===== config.mk =====
export PLATFORM = sky130hd
export DESIGN_NAME = shift_pipe
export DESIGN_NICKNAME = d
export VERILOG_FILES = /design/src/rtl/shifter_pkg.sv /design/src/rtl/shift_stage.sv /design/src/rtl/shift_pipe.sv
export SDC_FILE = /design/constraint.sdc
export NUM_CORES = 1
export LEC_CHECK = 0
export CORE_MARGIN = 8
export CORE_UTILIZATION = 35
export DETAILED_ROUTE_END_ITERATION = 16
export DONT_BUFFER_PORTS = 1
export PLACE_DENSITY = 0.49
export SLEW_MARGIN = 20
export SYNTH_ARGS = -nofsm -noshare
export SYNTH_HDL_FRONTEND = slang
export SYNTH_HIERARCHICAL = 1
export SYNTH_SLANG_ARGS = --single-unit

===== constraint.sdc =====
create_clock -name CLK -period 4.2 [get_ports CLK]
set_input_delay 0.84 -clock CLK [delete_from_list [all_inputs] [get_ports CLK]]
set_output_delay 0.84 -clock CLK [all_outputs]
set_load 0.05 [all_outputs]

===== src/rtl/shifter_pkg.sv =====
// Shared definitions for the pipelined barrel shifter: shift-mode encodings
// and the elaboration-time helpers that size Shamt and split mux levels into stages.
package shifter_pkg;

    typedef enum logic [1:0] {
        SH_LSL = 2'b00,
        SH_LSR = 2'b01,
        SH_ASR = 2'b10,
        SH_ROR = 2'b11
    } sh_e;

    function automatic int clog2_w(input int value);
        int res;
        res = 0;
        for (int i = 0; i < 31; i++) begin
            if (int'(32'd1 << i) < value) begin
                res = i + 1;
            end
        end
        return res;
    endfunction

    // Mux level i lives in stage floor(i*stages/lvls), so a stage's first level is ceil(stage*lvls/stages).
    function automatic int stage_first_lvl(input int stage, input int lvls, input int stages);
        return (stage * lvls + stages - 1) / stages;
    endfunction

endpackage


===== src/rtl/shift_stage.sv =====
// One pipeline stage of the barrel shifter: a run of mux levels followed by
// the stage register, with the valid/ready slot logic.
module shift_stage
    import shifter_pkg::*;
#(
    parameter int WIDTH     = 32,
    parameter int FIRST_LVL = 0,
    parameter int NUM_LVL   = 1
) (
    input  logic                      clk,
    input  logic                      rst_n,
    input  logic                      flush_i,
    input  logic                      valid_i,
    output logic                      ready_o,
    input  logic                      ready_i,
    input  sh_e                       sh_i,
    input  logic [clog2_w(WIDTH)-1:0] shamt_i,
    input  logic [WIDTH-1:0]          data_i,
    input  logic                      carry_i,
    input  logic                      zero_i,
    output logic                      valid_o,
    output sh_e                       sh_o,
    output logic [clog2_w(WIDTH)-1:0] shamt_o,
    output logic [WIDTH-1:0]          data_o,
    output logic                      carry_o,
    output logic                      zero_o
);

    localparam int LW       = clog2_w(WIDTH);
    localparam bit IS_FIRST = (FIRST_LVL == 0);
    localparam bit IS_LAST  = ((FIRST_LVL + NUM_LVL) == LW);

    function automatic logic [WIDTH-1:0] shift_lvl(input logic [WIDTH-1:0] d, input sh_e sh, input int amt);
        logic [2*WIDTH-1:0] dbl;
        logic [WIDTH-1:0]   res;
        dbl = {d, d} >> amt;
        case (sh)
            SH_LSL:  res = d << amt;
            SH_LSR:  res = d >> amt;
            SH_ASR:  res = $signed(d) >>> amt;
            SH_ROR:  res = dbl[WIDTH-1:0];
            default: res = d;
        endcase
        return res;
    endfunction

    logic [WIDTH-1:0] lvl_s [0:NUM_LVL];
    logic [LW-1:0]    lsl_idx_s;
    logic [LW-1:0]    rsh_idx_s;
    logic             carry_calc_s;
    logic             advance_s;
    logic [WIDTH-1:0] data_d;
    logic             carry_d;
    logic             zero_d;
    logic             unused_ok;

    logic             valid_q;
    sh_e              sh_q;
    logic [LW-1:0]    shamt_q;
    logic [WIDTH-1:0] data_q;
    logic             carry_q;
    logic             zero_q;

    assign lvl_s[0] = data_i;

    for (genvar j = 0; j < NUM_LVL; j++) begin : g_lvl
        localparam int AMT = 32'sd1 << (FIRST_LVL + j);
        assign lvl_s[j+1] = shamt_i[FIRST_LVL + j] ? shift_lvl(lvl_s[j], sh_i, AMT) : lvl_s[j];
    end

    // WIDTH-Shamt wraps to -Shamt in LW bits, which is exact for every non-zero Shamt.
    assign lsl_idx_s = {LW{1'b0}} - shamt_i;
    assign rsh_idx_s = shamt_i - LW'(1'b1);

    // Carry is the last bit pushed out; ROR's ShOut[WIDTH-1] is the same bit as ShIn[Shamt-1].
    always_comb begin
        carry_calc_s = 1'b0;
        if (shamt_i == {LW{1'b0}}) begin
            carry_calc_s = 1'b0;
        end else begin
            case (sh_i)
                SH_LSL:  carry_calc_s = data_i[lsl_idx_s];
                default: carry_calc_s = data_i[rsh_idx_s];
            endcase
        end
    end

    assign data_d    = lvl_s[NUM_LVL];
    assign carry_d   = IS_FIRST ? carry_calc_s : carry_i;
    assign zero_d    = IS_LAST ? (data_d == {WIDTH{1'b0}}) : zero_i;
    assign advance_s = !valid_q || ready_i;
    assign ready_o   = advance_s;
    assign unused_ok = ^{carry_i, zero_i};

    // Stage register: flush empties the slot, otherwise it loads whenever it may advance.
    always_ff @(posedge clk or negedge rst_n) begin
        if (!rst_n) begin
            valid_q <= 1'b0;
            sh_q    <= SH_LSL;
            shamt_q <= {LW{1'b0}};
            data_q  <= {WIDTH{1'b0}};
            carry_q <= 1'b0;
            zero_q  <= 1'b0;
        end else if (flush_i) begin
            valid_q <= 1'b0;
        end else if (advance_s) begin
            valid_q <= valid_i;
            if (valid_i) begin
                sh_q    <= sh_i;
                shamt_q <= shamt_i;
                data_q  <= data_d;
                carry_q <= carry_d;
                zero_q  <= zero_d;
            end
        end
    end

    assign valid_o = valid_q;
    assign sh_o    = sh_q;
    assign shamt_o = shamt_q;
    assign data_o  = data_q;
    assign carry_o = carry_q;
    assign zero_o  = zero_q;

endmodule


===== src/rtl/shift_pipe.sv =====
// Parametrised pipelined barrel shifter (LSL/LSR/ASR/ROR) with carry and zero
// flags, valid/ready handshake, backpressure and flush.
module shift_pipe
    import shifter_pkg::*;
#(
    parameter int WIDTH  = 32,
    parameter int STAGES = 2
) (
    input  logic                      CLK,
    input  logic                      RESETn,
    input  logic                      Flush,
    input  logic                      InValid,
    output logic                      InReady,
    input  logic [1:0]                Sh,
    input  logic [clog2_w(WIDTH)-1:0] Shamt,
    input  logic [WIDTH-1:0]          ShIn,
    output logic                      OutValid,
    input  logic                      OutReady,
    output logic [WIDTH-1:0]          ShOut,
    output logic                      Carry,
    output logic                      Zero
);

    localparam int LW = clog2_w(WIDTH);

    // Index k is the input of stage k; index STAGES is the pipe output.
    logic             valid_s [0:STAGES];
    logic             ready_s [0:STAGES];
    sh_e              sh_s    [0:STAGES];
    logic [LW-1:0]    shamt_s [0:STAGES];
    logic [WIDTH-1:0] data_s  [0:STAGES];
    logic             carry_s [0:STAGES];
    logic             zero_s  [0:STAGES];
    logic             unused_ok;

    assign valid_s[0]      = InValid;
    assign sh_s[0]         = sh_e'(Sh);
    assign shamt_s[0]      = Shamt;
    assign data_s[0]       = ShIn;
    assign carry_s[0]      = 1'b0;
    assign zero_s[0]       = 1'b0;
    assign ready_s[STAGES] = OutReady;

    for (genvar k = 0; k < STAGES; k++) begin : g_stage
        localparam int FIRST = stage_first_lvl(k, LW, STAGES);
        localparam int NEXT  = stage_first_lvl(k + 1, LW, STAGES);

        shift_stage #(
            .WIDTH     (WIDTH),
            .FIRST_LVL (FIRST),
            .NUM_LVL   (NEXT - FIRST)
        ) u_stage (
            .clk     (CLK),
            .rst_n   (RESETn),
            .flush_i (Flush),
            .valid_i (valid_s[k]),
            .ready_o (ready_s[k]),
            .ready_i (ready_s[k+1]),
            .sh_i    (sh_s[k]),
            .shamt_i (shamt_s[k]),
            .data_i  (data_s[k]),
            .carry_i (carry_s[k]),
            .zero_i  (zero_s[k]),
            .valid_o (valid_s[k+1]),
            .sh_o    (sh_s[k+1]),
            .shamt_o (shamt_s[k+1]),
            .data_o  (data_s[k+1]),
            .carry_o (carry_s[k+1]),
            .zero_o  (zero_s[k+1])
        );
    end

    assign InReady   = ready_s[0];
    assign OutValid  = valid_s[STAGES];
    assign ShOut     = data_s[STAGES];
    assign Carry     = carry_s[STAGES];
    assign Zero      = zero_s[STAGES];
    assign unused_ok = ^{2'(sh_s[STAGES]), shamt_s[STAGES]};

endmodule


==> run_results.csv, run 1 <==
group,metric,value,unit
outcome,status,"complete, no violations",
setup_path,required,4.41,ns
floorplanning,io_pins,80,
routing,routedWlPerCell,23.7,microns
timing,fin_hold_ws,0.196,ns
cts,clkLatencyLatePin,0.34,ns
worst_hold_path,worstHoldPathType,"primary input to async pin",
cts,cts_buffers,9,
routing,drtIter0Drc,752,
routing,first_pass_iters,5,
power,pwr-share-comb,0.325,
routing,wl,28500,microns
grt,antenna_found_initial,0,
yosys,synth_warnings,6,
cells_and_area,fill_cells,2350,
routing,via_per_inst,6.22,
floorplanning,die_x,166,microns
timing,setup_tns,0,ns
power,pwr-share-seq,0.437,
setup_path,startpoint_type,"flop",
timing,final.period_utilization,0.700,
power,cellPowerDensity,402,mW/mm^2
power,p_leak,3.05,nW
timing,drv_slew,0,
timing,relSlewSlack,0.392,
cts,cts.path.max_buffers,2,
setup_path,crit_path_max_incr_delay,0.62,ns
yosys,synth.net_count,1030,
floorplanning,fp-row-count,55,
run,cap_violations,0,
yosys,syn_inst,984,
grt,grt_max_degree,122,
cells_and_area,area_delta_synth_final,2.46,%
setup_path,critPathKind,"flop to flop",
power,irDropWorstVdd,0.156,mV
yosys,netlist_area,0.00787,sq mm
timing,setup_viol,0,
timing,finClkSkew,0.0101,ns
cells_and_area,antenna_cells,0,
setup_path,crit_fanout,16,
cells_and_area,drive_gt1_frac,0.121,
timing,hold_viol,0,
grt,grt.overflow.total,0,
routing,drtAntennaViolNets,0,
routing,route.vias.total,7478,
timing,worst_pin_slew,0.912,ns
timing,fin_crit,2.94,ns
routing,drt_drc_violations_left,0,
cts,clk_pin_slew,0.06,ns
grt,grt_pass1_vias,7093,
placed_design,dp_hpwl,20500,microns
timing,fmax,340,MHz
setup_path,critPathSlowestCell,"nand3b_1",
cts,numClockSinks,73,
cells_and_area,fin_nets,959,
setup_path,worstSetupEndpointType,"flop",
floorplanning,fp.dieArea,0.0275,sq mm
cts,cts_hold_buf,0,
cts,post-cts-setup-buffers,0,
yosys,syn_avg_cell_area,8.00,sq um
cts,postCtsResizedCells,0,
power,power.share.clock,0.238,
setup_path,arrival,3.15,ns
cts,cts-htree-levels,3,
cts,cts_tree,"built",
grt,track_usage,0.201,
power,switching_share,0.451,
power,power.internal,0.00178,W
setup_path,crit_chain,"nand2b_1, nor2b_1, inv_1, nand3b_1, nor2_1, o21ai_1, o21ai_0, a21oi_1",
power,p_sw,0.00146,W
floorplanning,core,0.0224,sq mm
cts,clk_root_buffer_cell,"clkbuf_16",
timing,rsz0062_at_grt,"no",
placed_design,place_congestion,0.885,
grt,grt_first_pass_wirelength,44300,microns
placed_design,io_buffers,0,
floorplanning,initial_utilization,0.352,
floorplanning,die_h,166,microns
routing by layer:
layer | global-route usage | up-vias | routed length, microns
met1 | 0.274 | 3560 | 12800
met4 | 0.0688 | 0 | 735
met2 | 0.317 | 295 | 13000
li1 | - | 3586 | -
met5 | 0 | - | 0
met3 | 0.0338 | 37 | 2040
layout make-up:
cell class	instances	area (sq um)	area share
multi-input combinational	795	5360	0.665
timing repair buffer	21	170	0.0211
clock inverter	5	53.8	0.00667
sequential	73	1830	0.227
clock buffer	11	243	0.0301
tap	285	357	0.0442
inverter	13	48.8	0.00605
layout by cell type (no fill, tap or decap), drive strengths merged, types with 11 or more instances in the layout:
| cell type | instances |
|---|---|
| o221ai | 13 |
| clkbuf | 11 |
| nor2b | 12 |
| nor3 | 18 |
| o22ai | 15 |
| nor2 | 89 |
| a311oi | 31 |
| o211ai | 14 |
| a21oi | 77 |
| buf | 21 |
| mux4 | 28 |
| a31oi | 28 |
| o21ai | 89 |
| mux2i | 42 |
| nand2 | 137 |
| or3b | 25 |
| a211oi | 15 |
| inv | 13 |
| nand2b | 17 |
| dfrtp | 73 |
| nand3 | 25 |
path summary, 6_finish.rpt:
check,startpoint,end,slack (ns),cells past startpoint
setup / recovery,g_stage[1].u_stage/valid_o$_DFFE_PN0P_,g_stage[0].u_stage/data_o[18]$_DFFE_PN0P_,1.26,8
hold / removal,RESETn,g_stage[1].u_stage/data_o[29]$_DFFE_PN0P_,0.20,0
setup reg to reg,g_stage[1].u_stage/valid_o$_DFFE_PN0P_,g_stage[0].u_stage/data_o[18]$_DFFE_PN0P_,1.26,8
hold reg to reg,g_stage[0].u_stage/valid_o$_DFFE_PN0P_,g_stage[1].u_stage/valid_o$_DFFE_PN0P_,0.52,2
max in group asynchronous,RESETn,g_stage[0].u_stage/shamt_o[3]$_DFFE_PN0P_,3.88,0
min in group CLK,g_stage[0].u_stage/valid_o$_DFFE_PN0P_,g_stage[1].u_stage/valid_o$_DFFE_PN0P_,0.52,2
per-stage QoR:
stage	util	power, W	cells	setup WS (ns)	cell area, sq um
floorplan	-	0.00223	984	1.02	7870
global placement	0.347	0.00247	1187	1.07	7770
detailed placement	0.347	0.00248	1187	1.08	7770
CTS	0.361	0.00326	1203	1.26	8060
global route	0.361	0.00343	1203	1.02	8060
finish	0.361	0.00325	1203	1.26	8060
worst max-delay path, delay by kind of cell (launching register included):
family	cells	cell delay (ns)
DFF	1	0.56
AOI/OAI and AO/OA	3	0.26
and+or+nand+nor	4	1.59
buffers and inverters	1	0.38
sequential cells by signal, indices dropped and copies added, names as in the netlist:
name,count
g_stage.u_stage/zero_o,1
g_stage.u_stage/carry_o,2
g_stage.u_stage/sh_o,2
g_stage.u_stage/valid_o,2
g_stage.u_stage/data_o,64
g_stage.u_stage/shamt_o,2
power groups by stage:
| stage | combinational (W) | clock [W] | sequential [W] |
|---|---|---|---|
| after global placement | 0.00104 | 0 | 0.00144 |
| final | 0.00105 | 0.000773 | 0.00142 |
| after CTS | 0.00104 | 0.000792 | 0.00142 |
| after global routing | 0.00116 | 0.000821 | 0.00145 |
| after detailed placement | 0.00104 | 0 | 0.00144 |
| after floorplan | 0.000907 | 0 | 0.00133 |
Note: power is estimated with default switching activity, not from simulation.
==> inputs of run 2 (changes only) <==
==> constraint.sdc (replaced) <==
create_clock -name CLK -period 2.91 [get_ports CLK]
set_input_delay 0.582 -clock CLK [delete_from_list [all_inputs] [get_ports CLK]]
set_output_delay 0.582 -clock CLK [all_outputs]
set_load 0.05 [all_outputs]
==> run_results.csv, run 2 (synthesized netlist as in run 1, its figures left out) <==
group,metric,value,unit
placed_design,place_congestion,0.890,
setup_path,arrival,2.77,ns
setup_path,critPathKind,"flop to flop",
cells_and_area,final_common_cell,"nand2_1",
worst_hold_path,worstHoldPathType,"primary input to async pin",
cells_and_area,area_delta_synth_final,5.53,%
floorplanning,initial_utilization,0.352,
cts,numClockSinks,73,
timing,final.period_utilization,0.859,
grt,grt.overflow.total,0,
grt,grt_pass1_vias,7314,
run,cap_violations,0,
cts,clk_root_buffer_cell,"clkbuf_16",
cts,postCtsResizedCells,0,
power,total_power,0.00473,W
floorplanning,fp.dieArea,0.0275,sq mm
cells_and_area,drive_gt1_frac,0.145,
setup_path,crit_end,"g_stage[1].u_stage/zero_o$_DFFE_PN0P_",
placed_design,dp_hpwl,21500,microns
timing,fmax,400,MHz
setup_path,r2r-start,"g_stage[0].u_stage/shamt_o[3]$_DFFE_PN0P_",
timing,worst_pin_slew,0.650,ns
setup_path,r2r_setup_slack,0.41,ns
cells_and_area,fin_area,0.00830,sq mm
cells_and_area,antenna_cells,0,
grt,grt_first_pass_wirelength,46100,microns
timing,rsz0062_at_grt,"no",
power,cellPowerDensity,569,mW/mm^2
cells_and_area,fin_nets,987,
setup_path,r2r_cells,7,
placed_design,place_area,0.00801,sq mm
routing,wl,29600,microns
timing,fin_ws,0.410,ns
cts,cts_buffers,9,
floorplanning,core,0.0224,sq mm
grt,grt_max_degree,122,
routing,first_pass_iters,5,
routing,route.vias.total,7832,
floorplanning,die_h,166,microns
cts,cts.path.max_buffers,2,
timing,hold_viol,0,
timing,fin_crit,2.50,ns
outcome,status,"complete, no violations",
placed_design,dp_slack,0.448,ns
power,irDropWorstVdd,0.271,mV
routing,via_per_inst,6.36,
setup_path,worstSetupEndpointType,"flop",
setup_path,startpoint_type,"flop",
cts,clk_pin_slew,0.06,ns
setup_path,crit_fanout,56,
timing,relSlewSlack,0.566,
routing,drtIter0Drc,776,
power,p_leak,3.19,nW
floorplanning,fp-row-count,55,
cts,clkLatencyLatePin,0.34,ns
routing,drt_drc_violations_left,0,
cts,cts_tree,"built",
placed_design,io_buffers,0,
routing,routedWlPerCell,24.1,microns
routing,drtAntennaViolNets,0,
setup_path,worstSetupStartpoint,"g_stage[0].u_stage/shamt_o[3]$_DFFE_PN0P_",
timing,setup_tns,0,ns
cts,cts-htree-levels,3,
setup_path,r2r_end,"g_stage[1].u_stage/zero_o$_DFFE_PN0P_",
timing,setup_viol,0,
grt,antenna_found_initial,0,
floorplanning,die_x,166,microns
setup_path,required,3.18,ns
floorplanning,io_pins,80,
timing,drv_slew,0,
grt,track_usage,0.209,
cells_and_area,largest_reg_flops,64,
timing,finClkSkew,0.00921,ns
cells_and_area,mostFrequentLayoutCells,"136 x nand2_1, 86 x nor2_1, 75 x o21ai_0, 74 x a21oi_1, 72 x dfrtp_1",
run 2: what timing repair did:
item	CTS	global route
endpoints found under the setup margin	0	0
hold buffers	1	0
hold endpoints to repair	73	0
setup buffers	0	0
run 2: area by class of cell:
type,instances,area (sq um)
clock buffer,13,250
clock inverter,3,17.5
fill,2349,14100
inverter,13,48.8
multi-input combinational,795,5360
sequential,73,1830
tap,285,357
timing repair buffer,49,438
run 2: how the worst min path moves through the flow:
| stage | from | endpoint | slack [ns] | depth (start not counted) |
|---|---|---|---|---|
| floorplan | RESETn | g_stage[0].u_stage/carry_o$_DFFE_PN0P_ | 0.29 | 0 |
| global placement | RESETn | g_stage[1].u_stage/data_o[29]$_DFFE_PN0P_ | 0.29 | 0 |
| detailed placement | RESETn | g_stage[1].u_stage/data_o[29]$_DFFE_PN0P_ | 0.29 | 0 |
| CTS | RESETn | g_stage[1].u_stage/data_o[27]$_DFFE_PN0P_ | 0.14 | 1 |
| global route | RESETn | g_stage[1].u_stage/data_o[25]$_DFFE_PN0P_ | 0.16 | 1 |
| finish | RESETn | g_stage[1].u_stage/data_o[26]$_DFFE_PN0P_ | 0.10 | 1 |
run 2: layer usage:
metal | vias to the layer above | wire length, microns | track usage | part of all wire
met5 | - | 0 | 0 | 0
met4 | 0 | 798 | 0.0755 | 0.027
met3 | 42 | 2200 | 0.0380 | 0.074
met2 | 342 | 13400 | 0.327 | 0.45
met1 | 3806 | 13300 | 0.285 | 0.45
li1 | 3642 | - | - | -
run 2: per-stage QoR:
step	hold slack (ns)	util	std cells
finish	0.102	0.371	1231
global route	0.156	0.371	1231
CTS	0.144	0.371	1231
detailed placement	0.291	0.358	1214
global placement	0.291	0.358	1214
floorplan	0.286	-	984
run 2: power by group:
group / internal, W / leakage (nW) / switching (W)
clock: 0.000598 / 0.130 / 0.000427
combinational: 0.000713 / 2.16 / 0.000908
sequential: 0.00124 / 0.897 / 0.000844
total: 0.00255 / 3.19 / 0.00218
run 2: critical path, stage by stage, from the launching register on:
cell and delay, ns:
dfrtp_4 0.81, buf_4 0.28, nand2b_1 0.17, a21oi_1 0.13
a2111oi_2 0.42, nand4_1 0.14, nor4_1 0.29, a32o_2 0.19
==> RTL edit 1, RTL diff (flow settings as in run 2) <==
The parameter `STAGES` goes from 2 to 4.
--- a/src/rtl/shift_pipe.sv
+++ b/src/rtl/shift_pipe.sv
@@ -4,7 +4,7 @@
     import shifter_pkg::*;
 #(
     parameter int WIDTH  = 32,
-    parameter int STAGES = 2
+    parameter int STAGES = 4
 ) (
     input  logic                      CLK,
     input  logic                      RESETn,
Behaviour: not the same (Yosys sat finds a counterexample within 4 cycles, from zero or initial values and one cycle with RESETn low).
==> RTL edit 1 against run 2 <==
The flow now finishes with violations (negative hold slack); synthesized cell count is 13% higher; sequential cell count is 76 higher; design area is 35% higher; setup slack worse by 93 ps; final cell count is 18% higher; synthesized area is 33% higher; via count is 8.0% higher; hold slack worse by 260 ps; clock power is 110% higher; routed wire length is 1.2% higher; critical path depth is 2 higher; combinational power is 71% higher; power is 94% higher; critical path type is now flop to primary output.
==> RTL edit 1: results (changes against run 2) <==
detailed_routing:
  routed_via_density: 5.81  # -8.6%
  drtIter0Drc: 638  # -18%
  wl_met3_um: 1650  # -25%
  drt_wl_total_um: 30000  # +1.2%
  wire_per_inst_um: 20.6  # -14%
  wl_met1_um: 13400  # +0.83%
  met2_length_um: 14500  # +8.1%
worst_setup_path:
  r2r_end: "g_stage[3].u_stage/zero_o"
  r2r_setup_slack_ps: 500  # +90 ps
  crit_slowest_cell: "dfrtp_2"
  arrival_ps: 2010  # -760 ps
  reg2regPathDepth: 6  # -1
  crit_family: "simple AND/OR/NAND/NOR gates"
  worstReg2RegStart: "g_stage[2].u_stage/sh_o[0]"
placement:
  hpwl_um: 21100  # -2.0%
  dp_cells: 1423  # +17%
sta:
  min_period_ps: 2590  # +92.8 ps
  hold_viol: 149  # +149
  holdWs_ps: -155  # -257 ps
  maxSlewHeadroom_pct: 51.7  # -5.0 points
outcome:
  outcome: "finished, violations left"
  violations: "negative hold slack"
logic_synthesis:
  avgSynthCellArea_um2: 9.40  # +18%
  synth.net_count: 1159  # +13%
power_and_ir_drop:
  max-vdd-ir-drop_mv: 0.419  # +55%
  p_leak_nw: 4.52  # +42%
clock_network:
  cts_made_buffers: 17  # +8
  htreeDepth: 4  # +1
cells_and_area:
  drive_gt1_share_pct: 18.3  # +3.8 points
  final_nets: 1098  # +11%
global_routing:
  gr-usage-all-layers_pct: 16.8  # -4.2 points
  grt_pass1_vias: 8214  # +12%
  grt_pass1_wl_um: 48600  # +5.4%
## RTL edit 1: final cells by class
type,count,area (µm²)
Sequential cell,149,3730
Clock buffer,19,443
Multi-Input combinational cell,839,6080
Tap cell,390,488
Clock inverter,13,143
Fill cell,2959,18300
Timing Repair Buffer,32,315
Inverter,13,51.3
## RTL edit 1: worst reg2reg max path, delay by kind of cell, from the launching register on
family,cells,cell delay [ps]
simple gates,2,290
compound gates,2,710
flops,1,710
buf+inv,1,290
mux,1,350
## RTL edit 1: power by group
part	internal (mW)	switching, mW	total, mW	leakage, nW
clock	1.23	0.963	2.19	0.285
sequential	2.69	1.54	4.23	1.85
combinational	1.45	1.32	2.77	2.38
total	5.37	3.82	9.19	4.52
## RTL edit 1: worst max path at each step
stage | from | to | depth (start not counted)
floorplan | OutReady | g_stage[0].u_stage/shamt_o[4] | 16
global placement | Shamt[0] | g_stage[0].u_stage/carry_o | 8
detailed placement | Shamt[0] | g_stage[0].u_stage/carry_o | 8
CTS | g_stage[3].u_stage/valid_o | InReady | 9
global route | g_stage[3].u_stage/valid_o | InReady | 9
finish | g_stage[3].u_stage/valid_o | InReady | 9
## RTL edit 1: per-layer routing
layer	GRT usage (%)	up-vias
met2	27.4	236
met1	21.9	4151
li1	-	4043
met5	0	-
met3	3.77	28
met4	4.99	0
## RTL edit 1: what timing repair did
| action | CTS | global route |
|---|---|---|
| endpoints found under the setup margin | 0 | 0 |
| hold endpoints to repair | 149 | 149 |
| buffers inserted | 0 | 0 |
==> RTL edit 2, RTL diff (settings of run 2) <==
Without the edit above. Make the reset (`rst_n`) synchronous in one clocked block.
--- a/src/rtl/shift_stage.sv
+++ b/src/rtl/shift_stage.sv
@@ -93,7 +93,7 @@
     assign unused_ok = ^{carry_i, zero_i};
 
     // Stage register: flush empties the slot, otherwise it loads whenever it may advance.
-    always_ff @(posedge clk or negedge rst_n) begin
+    always_ff @(posedge clk) begin
         if (!rst_n) begin
             valid_q <= 1'b0;
             sh_q    <= SH_LSL;
Check against the original RTL: differs if RESETn is asserted again (counterexample within 4 cycles, from zero or initial values and one cycle with RESETn low); with RESETn held inactive, the same outputs for 4 cycles.
==> RTL edit 2 against run 2 <==
Routed wire length fell by 2.3%; sequential cell count unchanged; power down 29%; global-route usage rose by 0.058 points; sequential power decreased by 44%; first-iteration DRC count up 35%; synthesized area shrank 2.1%; setup slack got worse by 8.5 ps; hold slack improved by 210 ps; design area fell by 1.4%; sequential share of layout area shrank 4.2 points; final cell count rose by 3.3%; critical path type unchanged.
==> RTL edit 2: results (changes against run 2) <==
clock_network:
  path_clk_slew_ps: 60  # about the same
  clk-insertion-delay-late_ps: 340  # about the same
  cts_buffer_depth: 2  # unchanged
  post_cts_buffers: 0  # unchanged
  ctsResizeCount: 0  # unchanged
  root_buffer: "clkbuf_16"
  cts_made_buffers: 9  # unchanged
  htreeDepth: 3  # unchanged
outcome:
  outcome: "finished clean"
logic_synthesis:
  avgSynthCellArea_um2: 7.36  # -7.9%
  ys_warn_count: 6  # unchanged
  synth.net_count: 1093  # +6.1%
detailed_routing:
  vias: 8155  # +4.1%
  drtIter0Drc: 1044  # +35%
  routed_via_density: 6.41  # +0.77%
  firstDrtPassIters: 8  # +3
  drt_wl_total_um: 29000  # -2.3%
worst_setup_path:
  worstPathMaxFanout: 17  # -70%
  arrival_ps: 2780  # about the same
  crit_slowest_cell: "or2_1"
  max_stage_delay_ps: 590  # -220 ps
placement:
  hpwl_um: 20400  # -5.0%
  gp_congestion: 0.874  # -1.8%
  dp_cells: 1256  # +3.5%
  post-place-ws_ps: 225  # -223 ps
  place.port_buffers: 0  # unchanged
global_routing:
  antenna_found_initial: 2  # +2
  gr-usage-all-layers_pct: 21.0  # +0.058 points
  grt_pass1_wl_um: 45000  # -2.4%
  grt_pass1_vias: 7289  # -0.34%
  grt_start_max_net_pins: 115  # -5.7%
cells_and_area:
  fillCellCount: 2290  # -2.5%
  drive_gt1_share_pct: 10.5  # -4.0 points
  final_nets: 1033  # +4.7%
  largest_reg_flops: 64  # unchanged
  num_antenna_cells: 0  # unchanged
sta:
  period_share_pct: 86.2  # +0.29 points
  skew_ps: 8.37  # -0.833 ps
  hold_viol: 0  # unchanged
  worst_slew_pin_slew_ps: 861  # +210 ps
power_and_ir_drop:
  p_leak_nw: 2.89  # -9.2%
  max-vdd-ir-drop_mv: 0.252  # -6.9%
min_path:
  hold_path_class: "primary input to flop"
## RTL edit 2: per-stage QoR
step / cell area [µm²] / hold WS, ps
floorplan: 7710 / 439
global placement: 7850 / 520
detailed placement: 7850 / 522
CTS: 8190 / 297
global route: 8190 / 295
finish: 8190 / 315
## RTL edit 2: critical path, delay by kind of cell (launching register included)
| family | cells | cell delay (ps) |
|---|---|---|
| AO/OA/AOI/OAI | 4 | 700 |
| buffers and inverters | 1 | 320 |
| flip-flops | 1 | 510 |
| AND/OR/NAND/NOR | 3 | 900 |
## RTL edit 2: worst paths after layout
kind                                                  from                    endpoint  depth (start not counted)
worst max-delay path            g_stage[0].u_stage/sh_o[1]   g_stage[1].u_stage/zero_o                          8
worst min-delay path                                 Flush  g_stage[1].u_stage/valid_o                          1
worst max register to register  g_stage[0].u_stage/sh_o[1]   g_stage[1].u_stage/zero_o                          8
worst min register to register  g_stage[0].u_stage/valid_o  g_stage[1].u_stage/valid_o                          2
## RTL edit 2: area by class of cell
cell class,count,area [µm²],area share [%]
clock buffer,11,243,2.96
inverter,12,50.0,0.611
clock inverter,5,103,1.25
timing repair buffer,38,310,3.79
sequential,73,1460,17.9
tap,280,350,4.28
multi-input combinational,853,5670,69.3
## RTL edit 2: routing by layer
layer	share of wire (%)	track usage (%)	vias up	routed length, µm
met5	0	0	-	0
met4	2.0	5.73	0	575
met3	7.3	3.59	37	2110
met2	44	32.2	303	12900
met1	46	29.7	3969	13400
li1	-	-	3846	-
## RTL edit 2: report_power, final
group	internal [mW]	switching, mW
Clock	0.859	0.428
Combinational	0.410	0.509
Sequential	1.05	0.110
Total	2.32	1.05
